## config.mk

```make
export PLATFORM = sky130hd
export DESIGN_NAME = imem_boot_loader
export DESIGN_NICKNAME = d
export VERILOG_FILES = /design/src/rtl/imem_boot_loader.sv
export SDC_FILE = /design/constraint.sdc
export NUM_CORES = 1
export LEC_CHECK = 0
export ABC_AREA = 1
export BUFFER_PORTS_ARGS = -buffer_cell sky130_fd_sc_hd__buf_2
export CAP_MARGIN = 20
export CORE_MARGIN = 1
export CORE_UTILIZATION = 40
export CTS_BUF_LIST = sky130_fd_sc_hd__clkbuf_4 sky130_fd_sc_hd__clkbuf_8 sky130_fd_sc_hd__clkbuf_16
export DETAILED_ROUTE_END_ITERATION = 10
export SKIP_CTS_REPAIR_TIMING = 1
export SLEW_MARGIN = 20
export SYNTH_ARGS = -nofsm -noshare
export SYNTH_HDL_FRONTEND = slang
export SYNTH_SLANG_ARGS = --single-unit
```

## constraint.sdc

```tcl
create_clock -name clk -period 2.8 [get_ports clk]
set_clock_uncertainty 0.1 [all_clocks]
set_input_delay 0.42 -clock clk [delete_from_list [all_inputs] [get_ports clk]]
set_output_delay 0.42 -clock clk [all_outputs]
set_load 0.02 [all_outputs]
```

## src/rtl/imem_boot_loader.sv

```systemverilog
// Byte-stream loader: length-prefixed image into imem, CPU held in reset until done.
// Optional trailing XOR check byte enabled by BOOT_CHECKSUM_EN.
module imem_boot_loader #(
  parameter int ADDR_W = 8
) (
  input  logic              clk,
  input  logic              reset_n,
  input  logic              start,
  input  logic              in_valid,
  input  logic [7:0]        in_data,
  output logic              in_ready,
  output logic              imem_we,
  output logic [ADDR_W-1:0] imem_addr,
  output logic [31:0]       imem_wdata,
  output logic              cpu_reset,
  output logic              busy,
  output logic              done,
  output logic              error
);

  typedef enum logic [2:0] {
    S_IDLE,
    S_LEN_HI,
    S_LEN_LO,
    S_DATA,
    S_DONE,
`ifdef BOOT_CHECKSUM_EN
    S_ERR,
    S_CHECK
`else
    S_ERR
`endif
  } state_e;

`ifdef BOOT_CHECKSUM_EN
  localparam state_e S_FIN = S_CHECK;
`else
  localparam state_e S_FIN = S_DONE;
`endif

  localparam logic [16:0]       CAP     = 17'(1) << ADDR_W;
  localparam logic [ADDR_W-1:0] IDX_ONE = ADDR_W'(1);

  state_e              state_q, state_d;
  logic [15:0]         len_q, len_d;
  logic [ADDR_W-1:0]   idx_q, idx_d;
  logic [1:0]          bcnt_q, bcnt_d;
  logic [23:0]         sh_q, sh_d;
  logic                we_q, we_d;
  logic [ADDR_W-1:0]   addr_q, addr_d;
  logic [31:0]         wdata_q, wdata_d;
`ifdef BOOT_CHECKSUM_EN
  logic [7:0]          ck_q, ck_d;
`endif

  logic        xfer;
  logic [15:0] len_n;
  logic [15:0] len_m1;
  logic        last_word;

  assign len_n     = {len_q[15:8], in_data};
  assign len_m1    = len_q - 16'd1;
  assign last_word = ({{(16-ADDR_W){1'b0}}, idx_q} == len_m1);
  assign xfer      = in_valid & in_ready;

  always_comb begin
    in_ready = 1'b0;
    unique case (state_q)
      S_LEN_HI, S_LEN_LO, S_DATA: in_ready = 1'b1;
`ifdef BOOT_CHECKSUM_EN
      S_CHECK:                    in_ready = 1'b1;
`endif
      default:                    in_ready = 1'b0;
    endcase
  end

  always_comb begin
    state_d = state_q;
    len_d   = len_q;
    idx_d   = idx_q;
    bcnt_d  = bcnt_q;
    sh_d    = sh_q;
    we_d    = 1'b0;
    addr_d  = addr_q;
    wdata_d = wdata_q;
`ifdef BOOT_CHECKSUM_EN
    ck_d    = ck_q;
`endif
    unique case (state_q)
      S_IDLE, S_DONE, S_ERR: begin
        if (start) begin
          state_d = S_LEN_HI;
          idx_d   = '0;
          bcnt_d  = '0;
`ifdef BOOT_CHECKSUM_EN
          ck_d    = '0;
`endif
        end
      end
      S_LEN_HI: begin
        if (xfer) begin
          len_d[15:8] = in_data;
          state_d     = S_LEN_LO;
        end
      end
      S_LEN_LO: begin
        if (xfer) begin
          len_d = len_n;
          if (len_n == 16'd0)
            state_d = S_FIN;
          else if ({1'b0, len_n} > CAP)
            state_d = S_ERR;
          else
            state_d = S_DATA;
        end
      end
      S_DATA: begin
        if (xfer) begin
`ifdef BOOT_CHECKSUM_EN
          ck_d = ck_q ^ in_data;
`endif
          if (bcnt_q == 2'd3) begin
            we_d    = 1'b1;
            addr_d  = idx_q;
            wdata_d = {sh_q, in_data};
            idx_d   = idx_q + IDX_ONE;
            bcnt_d  = 2'd0;
            if (last_word)
              state_d = S_FIN;
          end else begin
            sh_d   = {sh_q[15:0], in_data};
            bcnt_d = bcnt_q + 2'd1;
          end
        end
      end
`ifdef BOOT_CHECKSUM_EN
      S_CHECK: begin
        if (xfer)
          state_d = (in_data == ck_q) ? S_DONE : S_ERR;
      end
`endif
      default: state_d = S_IDLE;
    endcase
  end

  always_ff @(posedge clk or negedge reset_n) begin
    if (!reset_n) begin
      state_q <= S_IDLE;
      len_q   <= '0;
      idx_q   <= '0;
      bcnt_q  <= '0;
      sh_q    <= '0;
      we_q    <= 1'b0;
      addr_q  <= '0;
      wdata_q <= '0;
`ifdef BOOT_CHECKSUM_EN
      ck_q    <= '0;
`endif
    end else begin
      state_q <= state_d;
      len_q   <= len_d;
      idx_q   <= idx_d;
      bcnt_q  <= bcnt_d;
      sh_q    <= sh_d;
      we_q    <= we_d;
      addr_q  <= addr_d;
      wdata_q <= wdata_d;
`ifdef BOOT_CHECKSUM_EN
      ck_q    <= ck_d;
`endif
    end
  end

  assign imem_we    = we_q;
  assign imem_addr  = addr_q;
  assign imem_wdata = wdata_q;
  // Released on DONE entry, same cycle as the final word write
  assign cpu_reset  = (state_q != S_DONE);
  assign done       = (state_q == S_DONE);
  assign error      = (state_q == S_ERR);
  assign busy       = in_ready;

endmodule
```

# == Word level (Yosys, flattened, before mapping) ==
# Cells that the tools add are included.
# word_totals
wordCells,65
input_bits,12
latch_bits,0
mem_bits_ro,0
ram_bits,0
ff_bits,94
output_inout_bits,46
mem_count,0
# classes
multipliers,0
n_eq_ne,14
addsub,3
mux,23
n_reduce_logical,12
shifts,0
order_cmp,1
n_div,0
n_bitwise,3
# ops
cell,count
8-bit 2-to-1 mux,4
8-bit one-hot mux with 2 select lines,2
3-bit 2-to-1 mux,8
8-bit by 16-bit equality test with 1-bit output,1
"16-bit by 9-bit > comparator with 1-bit output, second input constant",1
16-bit zero test,1
"16-bit by 1-bit subtractor with 16-bit output, second input constant",1
"2-bit inequality test, second input constant",6
3-bit one-hot mux with 4 select lines,1
3-bit AND reduction,4
"8-bit by 1-bit adder with 8-bit output, second input constant",1
"3-bit by 2-bit equality test with 1-bit output, second input constant",2
"3-bit equality test, second input constant",2
2-bit 2-to-1 mux,3
6-bit AND reduction,1
3-bit OR reduction,2
1-bit 2-to-1 mux,4
2-bit one-hot mux with 2 select lines,1
4-bit AND reduction,1
"3-bit by 1-bit equality test with 1-bit output, second input constant",1
3-bit zero test,1
"3-bit inequality test, second input constant",1
"2-bit by 1-bit adder with 2-bit output, second input constant",1
"2-bit equality test, second input constant",1
other kinds (4),5

# == Longest topological paths before layout ==
# logic_depth
word_depth,6
ltp_mapped,15
depth_no_buf,15

# == Least setup slack after synthesis ==
# Ideal clock, no wire load.
# synth_timing
path_kind,register to register
from,register len_q[0]
to,register state_q[2]
stages_incl_launch_ff,16
setup_slack_ns,0.934
synth_period_minus_slack_ns,1.866
path_buffers,0
t_required_ns,2.583
setup_ns,0.117
t_arrival_ns,1.649
cell_sequence,dfrtp_1 > inv_1 > ha_1 > nand2_1 > nor2_1 > nand2_1 > nand2_1 > nand2_1 > nor2_1 > nand2_1 > nor2_1 > nand2_1 > nand2_2 > nand2_1 > nand2_1 > nand2_1
# synth_via
elab_chain_len,4
# synth_lines
item,line_no,rtl
from (decl),45,"logic [15:0] len_q, len_d;"
from (signal assigned),161,len_q <= len_d;
16-bit by 1-bit subtractor with 16-bit output,62,assign len_m1 = len_q - 16'd1;
8-bit by 16-bit equality test with 1-bit output,63,"assign last_word = ({{(16-ADDR_W){1'b0}}, idx_q} == len_m1);"
2-bit inequality test (no source line),n/a,
6-bit AND reduction (no source line),n/a,
to (signal assigned),160,state_q <= state_d;
to (decl),44,"state_e state_q, state_d;"
# Every way passes these cells.
# A chain may end at the register's enable or synchronous reset.

# == Final worst setup path ==
# layout_timing
from,register state_q[2]
to,"register wdata_q[15], in the netlist imem_wdata[15]"
# layout_via
elab_chain_len,5
word_cells_on_any_way,7
cone_classes,eq/ne (3); mux (1); bitwise (1); reduce/logical (2)
# layout_lines
item,line_no,rtl
"3-bit by 1-bit equality test with 1-bit output, or another cell as far along",68,unique case (state_q)
3-bit OR reduction,68,
1-bit 2-to-1 mux,68,
1-bit AND,64,assign xfer = in_valid & in_ready;
3-bit AND reduction (no source line) *,n/a,
to (signal assigned),167,wdata_q <= wdata_d;
to (decl),51,"logic [31:0] wdata_q, wdata_d;"
# Mark *: on every way between the ends. The rest lies on a longest branch, timed or not.

==> run summary <==
Status - complete, but fails checks
Failing checks - hold timing
Pwr/cell area - 854 nW/µm²
Mapped Cells - 521
Die X - 106 µm
Vias/cell - 4.72
Area Growth Syn to Fin - 15.1%
Share of layout cells above drive strength 1 - 16.8%
Commonest cells after routing, fill and taps aside - nand2_1, dfrtp_1, o21ai_0
Sequential share of the synthesized area - 54.1%
Final worst path period share - 82.5%
Number of global-route vias before repair - 3305
GRT Total Usage - 17.8%
Crit path buffers/inverters - 3
Critical Path Source Type - register
Max frequency - 0.433 GHz
Clock Latency Late Sink - 0.36 ns
Finished Cell Area - 5000 µm²
Most area-consuming cells after synthesis - dfrtp_1, nand2_1, o21ai_0
Placed cell areas - 4790 µm²
Clock period minus worst slack - 2.31 ns
Max incr delay on CP - 0.48 ns
H-tree Lvls - 3
Via Count - 3403
Worst VDD drop - 352 µV
Worst-margin pin slew - 0.670 ns
Synth cell types - 35
DRC - 0
Die height - 106 µm
Area share of the largest cell type after synthesis - 54.1%
Routed Antenna Nets - 0
Total clock buffers created by CTS - 9
CP required - 2.94 ns
Crit Path Max Fanout - 29
Worst path cell trace - nor2_8, nor2_2, inv_1, o22ai_1, nor3_4, inv_2, buf_4, nand2_1, o21ai_0
Syn Area/Cell - 8.34 µm²
Initial antenna violation count - 0
Largest area contributor in the synthesized netlist - dfrtp_1
Setup_tns - 0 ns
DR WL/cell - 12.7 µm
Total chip power - 4.27 mW
Drt pass-1 iters - 5
P_leak - 2.60 nW
Max Buffers Root-to-Sink - 2
Critical Path Sink Type - register
CTS tree - done
Final Wtd Congestion - 0.830
HPWL after detailed placement - 6600 µm
CP max stage cell - dfrtp_1
CTS sink count - 94
DR iter-0 viols - 168
Hold WS - -0.0166 ns
Non-filler cells, final - 721
Most common cell after layout, fill and taps aside - nand2_1
Port Buf Inserts - 57
# fillers - 1033
Largest net degree at the start of global routing - 52
Synth Cell Area - 4350 µm²
Placed cells - 705
Relative max-transition margin - 55.3%
CP top delay family - simple AND/OR/NAND/NOR gates
Number of diodes - 0
Fin nets - 595
CTS clk-pin slew, worst paths - 0.10 ns
CTS Root Cell - clkbuf_8
GRT overflow - 0
Ports - 58
WL final - 9160 µm
Yosys warns - 0
Initial Utilization - 41.7%
Crit Path Category - reg2reg
Die area - 11300 µm²
First-pass GRT wire length - 15900 µm
# setup viols final - 0
Min-Delay Path Class - in2async
Synth Register Bits - 94
Syn Nets - 536
Final Hold Fails - 22
Final Core Density - 48.0%
Max Slew Vio Count - 0
Max Cap Viol - 0
Core Footprint - 10400 µm²
CP Data Arrival Time - 2.45 ns
Unrepaired setup endpoints after global routing - false
Num rows - 37
routing by layer:
metal	wire, µm	global-route usage, %
met5	0	0
met4	160	6.65
met3	347	3.19
met2	3980	26.1
met1	4670	26.1
path summary, 6_finish.rpt:
kind                       depth (start not counted)  slack [ns]        endpoint           start
max in group asynchronous                          2        1.95  imem_wdata[28]         reset_n
min reg2reg                                        2        0.38  imem_wdata[25]  imem_wdata[25]
min                                                1       -0.02   imem_wdata[9]         reset_n
min in group clk                                   3        0.30   imem_wdata[4]      in_data[4]
max                                                9        0.49  imem_wdata[15]      state_q[2]
max reg2reg                                        9        0.49  imem_wdata[15]      state_q[2]
per-stage QoR:
stage / hold WS, ns / worst slack (ns)
2_1_floorplan: 0.0244 / 0.934
3_3_place_gp: 0.354 / 0.355
3_5_place_dp: 0.357 / 0.257
4_1_cts: 0.00266 / 0.239
5_1_grt: 0.0303 / 0.274
6_report: -0.0166 / 0.491
layout make-up:
class | instances | area, µm² | share of cell area, %
sequential | 94 | 2350 | 47.0
multi-input combinational | 352 | 1690 | 33.9
timing repair buffer | 64 | 353 | 7.06
inverter | 59 | 224 | 4.48
tap | 136 | 170 | 3.40
clock buffer | 10 | 138 | 2.75
clock inverter | 6 | 68.8 | 1.38
worst reg2reg max path, cell delays in order, from the launching register on:
cell,delay [ns]
dfrtp_1,0.48
nor2_8,0.18
nor2_2,0.06
inv_1,0.08
o22ai_1,0.11
nor3_4,0.40
inv_2,0.32
buf_4,0.31
nand2_1,0.07
o21ai_0,0.08
power by group:
| part | leakage [nW] | internal [mW] | total [mW] | switching (mW) |
|---|---|---|---|---|
| clock network | 0.109 | 0.446 | 0.942 | 0.497 |
| registers | 1.24 | 1.65 | 1.91 | 0.265 |
| logic | 1.25 | 0.506 | 1.42 | 0.910 |
sequential cells by signal, summed over array words and instances (netlist names):
name        count
bcnt_q          2
idx_q           8
imem_addr       8
imem_wdata     32
imem_we         1
len_q          16
sh_q           24
state_q         3
synth_stat cells, drive strengths merged:
library cell and instances:
o21ai 78, inv 59, nor3b 1, clkbuf 7, buf 9, ha 3
nor2 49, a21oi 7, xnor2 7, nand3b 3, o22ai 1, o21bai 1
nand4 2, nor3 5, nor4 1, nand2 171, nand3 18, xor2 4
dfrtp 94, o211ai 1
cells by family (layout without fill, tap and decap cells):
logic type,after synthesis,in the layout,synth area share [%]
buf+inv,75,139,7.03
compound gates,88,88,10.5
xor+xnor,11,11,2.22
fa+ha+maj,3,3,0.864
flops,94,94,54.1
simple gates,250,250,25.2
(Power assumes the default switching activity.)
